<file path="src/rtl/addsub_pkg.sv">
// rtl/addsub_pkg.sv - shared FSM state, operand width and opcode constants for addsub_arbiter
package addsub_pkg;

  localparam int WIDTH = 4;

  localparam logic OP_ADD = 1'b0;
  localparam logic OP_SUB = 1'b1;

  typedef enum logic [1:0] {
    IDLE = 2'd0,
    EXEC = 2'd1,
    HOLD = 2'd2
  } state_t;

endpackage

</file>
<file path="src/rtl/addsub4.sv">
// rtl/addsub4.sv - combinational 4-bit ripple adder/subtractor; sub inverts b and injects carry-in
module addsub4 import addsub_pkg::*; (
  input  logic [WIDTH-1:0] a,
  input  logic [WIDTH-1:0] b,
  input  logic             sub,
  output logic [WIDTH-1:0] sum,
  output logic             cout,
  output logic             c3
);

  logic [WIDTH:0]   carry;
  logic [WIDTH-1:0] b_eff;

  assign b_eff    = b ^ {WIDTH{sub}};
  assign carry[0] = sub;

  for (genvar i = 0; i < WIDTH; i++) begin : g_fa
    assign sum[i]     = a[i] ^ b_eff[i] ^ carry[i];
    assign carry[i+1] = (a[i] & b_eff[i]) | (carry[i] & (a[i] ^ b_eff[i]));
  end

  assign cout = carry[WIDTH];
  assign c3   = carry[WIDTH-1];

endmodule

</file>
<file path="src/rtl/addsub_arbiter.sv">
// rtl/addsub_arbiter.sv - two-requester round-robin add/sub unit with held response
// Optional signed-overflow output enabled by macro ADDSUB_ARBITER_OVF_EN.
module addsub_arbiter import addsub_pkg::*; #(
  parameter logic RR_INIT = 1'b0
) (
  input  logic             clk,
  input  logic             rst_n,
  input  logic             req0_valid,
  output logic             req0_ready,
  input  logic             req0_sub,
  input  logic [WIDTH-1:0] req0_a,
  input  logic [WIDTH-1:0] req0_b,
  input  logic             req1_valid,
  output logic             req1_ready,
  input  logic             req1_sub,
  input  logic [WIDTH-1:0] req1_a,
  input  logic [WIDTH-1:0] req1_b,
  output logic             rsp_valid,
  input  logic             rsp_ready,
  output logic             rsp_id,
  output logic [WIDTH-1:0] rsp_sum,
  output logic             rsp_cout
`ifdef ADDSUB_ARBITER_OVF_EN
  ,
  output logic             rsp_ovf
`endif
);

  state_t           state;
  logic             prio;
  logic             op_sub;
  logic             op_id;
  logic [WIDTH-1:0] op_a;
  logic [WIDTH-1:0] op_b;
  logic [WIDTH-1:0] sum;
  logic             cout;
  logic             c3;
  logic             any_valid;
  logic             grant_id;

`ifndef ADDSUB_ARBITER_OVF_EN
  logic c3_unused;
  assign c3_unused = c3;
`endif

  // A lone requester wins regardless of priority; contention goes to prio.
  assign any_valid  = req0_valid | req1_valid;
  assign grant_id   = (req0_valid & req1_valid) ? prio : req1_valid;
  assign req0_ready = rst_n & (state == IDLE) & any_valid & ~grant_id;
  assign req1_ready = rst_n & (state == IDLE) & any_valid & grant_id;

  addsub4 u_addsub4 (
    .a    (op_a),
    .b    (op_b),
    .sub  (op_sub),
    .sum  (sum),
    .cout (cout),
    .c3   (c3)
  );

  always_ff @(posedge clk or negedge rst_n) begin
    if (!rst_n) begin
      state     <= IDLE;
      prio      <= RR_INIT;
      op_sub    <= OP_ADD;
      op_id     <= 1'b0;
      op_a      <= '0;
      op_b      <= '0;
      rsp_valid <= 1'b0;
      rsp_id    <= 1'b0;
      rsp_sum   <= '0;
      rsp_cout  <= 1'b0;
`ifdef ADDSUB_ARBITER_OVF_EN
      rsp_ovf   <= 1'b0;
`endif
    end else begin
      case (state)
        IDLE: begin
          if (any_valid) begin
            op_id  <= grant_id;
            op_sub <= grant_id ? req1_sub : req0_sub;
            op_a   <= grant_id ? req1_a   : req0_a;
            op_b   <= grant_id ? req1_b   : req0_b;
            state  <= EXEC;
          end
        end
        EXEC: begin
          rsp_valid <= 1'b1;
          rsp_id    <= op_id;
          rsp_sum   <= sum;
          rsp_cout  <= cout;
`ifdef ADDSUB_ARBITER_OVF_EN
          rsp_ovf   <= c3 ^ cout;
`endif
          state     <= HOLD;
        end
        HOLD: begin
          if (rsp_ready) begin
            rsp_valid <= 1'b0;
            prio      <= ~rsp_id;
            state     <= IDLE;
          end
        end
        default: state <= IDLE;
      endcase
    end
  end

endmodule
</file>
<file path="config.mk">
export PLATFORM = sky130hd
export DESIGN_NAME = addsub_arbiter
export DESIGN_NICKNAME = d
export VERILOG_FILES = /design/src/rtl/addsub_pkg.sv /design/src/rtl/addsub4.sv /design/src/rtl/addsub_arbiter.sv
export SDC_FILE = /design/constraint.sdc
export NUM_CORES = 1
export LEC_CHECK = 0
export CAP_MARGIN = 20
export CORE_ASPECT_RATIO = 1.5
export CORE_MARGIN = 2
export CORE_UTILIZATION = 46
export CTS_CLUSTER_SIZE = 10
export DETAILED_ROUTE_END_ITERATION = 10
export PLACE_DENSITY = 0.78
export SYNTH_ARGS = -nofsm -noshare
export SYNTH_HDL_FRONTEND = slang
export SYNTH_SLANG_ARGS = --single-unit
</file>
<file path="constraint.sdc">
create_clock -name clk -period 2.9 [get_ports clk]
set_input_delay 0.58 -clock clk [delete_from_list [all_inputs] [get_ports clk]]
set_output_delay 0.58 -clock clk [all_outputs]
set_load 0.01 [all_outputs]
</file>
==> flow_metrics.py, run 1 <==
metrics = {
    "yosys": {
        "synth_top_area_share": 0.462,
        "syn_nets": 129,
        "synth.avg_cell_area_um2": 10.5,
        "netlist_area_um2": 1080,
        "syn_inst": 103,
        "yosys_register_bits": 20,
        "yosys_warnings": 0,
        "synthFlopType": "dfrtp_1",
        "yosysTopAreaCell": "dfrtp_1",
        "seq_area_frac_synth": 0.462,
        "synth_edf_count": 0,
        "synth_area_leaders": "dfrtp_1, a31oi_2, o21ai_0",
        "netlist-cell-type-count": 24,
        "async_reset_ff_frac": 1.00,
    },
    "detailed_routing": {
        "dr.pass1.iters": 4,
        "drc": 0,
        "drt-vias-per-instance": 5.42,
        "postRouteAntennaNets": 0,
        "post_drt_wl_per_cell_um": 13.0,
        "via_count": 867,
        "routed_wl_um": 2070,
        "drtIter0Drc": 10,
    },
    "die": {
        "die_x_um": 43.6,
        "die_height_um": 63.4,
        "core_region_area_um2": 2230,
        "rows": 21,
        "num_io_pins": 32,
        "initial_core_util": 0.485,
        "die_area_um2": 2770,
    },
    "global_route": {
        "grt-ovfl-total": 0,
        "grt_usage": 0.168,
        "grt_antenna_before_repair": 0,
        "grt_max_degree": 21,
        "grt_pass1_wl_um": 3550,
        "grt_pass1_vias": 841,
    },
    "clock_network": {
        "post_cts_resized": 0,
        "clk_path_buf_depth": 2,
        "numCtsBuffers": 3,
        "cts.htree.levels": 1,
        "cts-hold-fix-buffers": 0,
        "cts.repair_timing.setup_buffer_count": 0,
        "root_buffer": "clkbuf_4",
        "cts_tree": "done",
        "path_clk_slew_ns": 0.10,
        "cts_sinks": 20,
        "worstSkewPairLatency_ns": 0.30,
    },
    "final_layout": {
        "layout.nets": 164,
        "layout_common_cells": "clkdlybuf4s50_1, dfrtp_1, o21ai_0, a21oi_1, nand3_1",
        "drive_gt1_frac": 0.168,
        "fillCellCount": 200,
        "final_common_cell": "clkdlybuf4s50_1",
        "n_antenna_cell": 0,
        "areaGrowthSynthToFinish_pct": 34.5,
    },
    "setup_path": {
        "cp_max_fo": 12,
        "required_ns": 2.32,
        "path_cells": "clkdlybuf4s50_1 > or2_1 > and2_4 > and3_1 > clkdlybuf4s50_1",
        "endpoint_kind": "output pin",
        "critPathArrivalTime_ns": 2.15,
        "critPathMaxStageDelay_ns": 0.53,
        "path_class": "in -> out",
        "cp_slowest_cell": "clkdlybuf4s50_1",
        "crit_top_cell": "clkdlybuf4s50_1",
        "worstSetupStartpointType": "primary input",
    },
    "status": {
        "outcome": "finished, final reports clean",
    },
    "timing": {
        "rsz0062_at_grt": "no",
        "period_share": 0.943,
        "fin_tns_setup_ns": 0,
        "timing.hold.ws_ns": 0.486,
        "tightest_slew_ns": 0.463,
        "period_needed_ns": 2.73,
        "finClkSkew_ns": 0.00571,
        "max_freq_mhz": 366,
        "setup_violations": 0,
        "relSlewSlack": 0.691,
        "hold_violations": 0,
        "slew_violations": 0,
    },
    "place": {
        "gp_congestion": 0.739,
        "hpwl_um": 1710,
        "numPortBuffers": 31,
    },
    "power": {
        "p_leak_nw": 0.588,
        "power.total_mw": 1.43,
        "power.density_nw_per_um2": 984,
        "vdd_drop_max_mv": 0.461,
    },
    "min_path": {
        "hold_class": "reg -> reg",
    },
    "job": {
        "drv_cap": 0,
    },
}
-- where the power goes --
group          internal [mW]  total [mW]  switching, mW
combinational          0.394       0.737          0.343
clock                 0.0766       0.160         0.0831
sequential             0.423       0.538          0.116
-- cell usage after synthesis, types with 2 or more instances --
| cell | number |
|---|---|
| dfrtp_1 | 20 |
| nand2b_1 | 3 |
| mux2_2 | 4 |
| nand2_1 | 6 |
| nand3_1 | 9 |
| fa_1 | 3 |
| a21oi_1 | 11 |
| buf_6 | 2 |
| xor2_1 | 2 |
| inv_1 | 6 |
| a31oi_2 | 8 |
| xnor2_1 | 2 |
| clkbuf_1 | 3 |
| o21ai_0 | 14 |
-- critical path: cells and delay by family --
kind	cells	cell delay (ns)
and+or+nand+nor	3	0.56
buffers and inverters	2	1.02
-- per-stage QoR --
step / cell area, um^2 / instances / utilization / setup slack (ns)
global placement: 1420 / 156 / 0.636 / 0.192
finish: 1460 / 160 / 0.653 / 0.166
global route: 1460 / 160 / 0.653 / 0.103
CTS: 1460 / 160 / 0.653 / 0.158
floorplan: 1080 / 103 / - / 0.802
detailed placement: 1420 / 156 / 0.636 / 0.154
-- final cells by class --
class	count	area, um^2	area share
clock buffer	4	36.3	0.0249
inverter	6	22.5	0.0155
multi-input combinational	71	522	0.358
sequential	20	500	0.343
tap	23	28.8	0.0197
timing repair buffer	36	348	0.239
-- registers in the layout (all words and copies together) (netlist names), 2 cells and up --
register and flops:
op_b 4, rsp_sum 4, state 2, op_a 4
-- path summary, 6_finish.rpt --
check,from,endpoint,slack (ns),cells past startpoint
max,req0_valid,req0_ready,0.17,5
min,rsp_sum[0],rsp_sum[0],0.49,2
max reg2reg,op_sub,rsp_sum[3],0.70,7
min reg2reg,rsp_sum[0],rsp_sum[0],0.49,2
max in group asynchronous,rst_n,op_b[1],1.95,2
min in group asynchronous,rst_n,rsp_cout,0.75,2
-- layer usage --
metal	GRT usage	share of wire	vias to the layer above
li1	-	-	433
met1	0.184	0.39	403
met2	0.300	0.55	26
met3	0.00860	0.031	5
met4	0.102	0.029	0
met5	0	0	-
-- cell families (layout without fill, tap and decap cells) --
kind of cell	Yosys count	in the layout	synth area share
buffers and inverters	12	46	0.0566
DFF	20	20	0.462
and+or+nand+nor	25	25	0.124
xor gates and xnor gates	4	4	0.0323
muxes	4	4	0.0416
AOI/OAI and AO/OA	35	35	0.229
adders and majority gates	3	3	0.0554
Note: power is estimated with default switching activity, not from simulation.
==> inputs of run 2 (changes only) <==
--- a/config.mk
+++ b/config.mk
@@ -9,6 +9,7 @@
 export CORE_ASPECT_RATIO = 1.5
 export CORE_MARGIN = 2
 export CORE_UTILIZATION = 46
+export CTS_CLUSTER_DIAMETER = 60
 export CTS_CLUSTER_SIZE = 10
 export DETAILED_ROUTE_END_ITERATION = 10
 export PLACE_DENSITY = 0.78
==> results of run 2 <==
Same layout as run 1: the final DEF is identical, and so are final timing and power.
==> inputs of run 3 (changes only) <==
--- a/config.mk
+++ b/config.mk
@@ -9,7 +9,6 @@
 export CORE_ASPECT_RATIO = 1.5
 export CORE_MARGIN = 2
 export CORE_UTILIZATION = 46
-export CTS_CLUSTER_DIAMETER = 60
 export CTS_CLUSTER_SIZE = 10
 export DETAILED_ROUTE_END_ITERATION = 10
 export PLACE_DENSITY = 0.78
==> results of run 3 <==
Same layout as run 1: the final DEF is identical, and so are final timing and power.
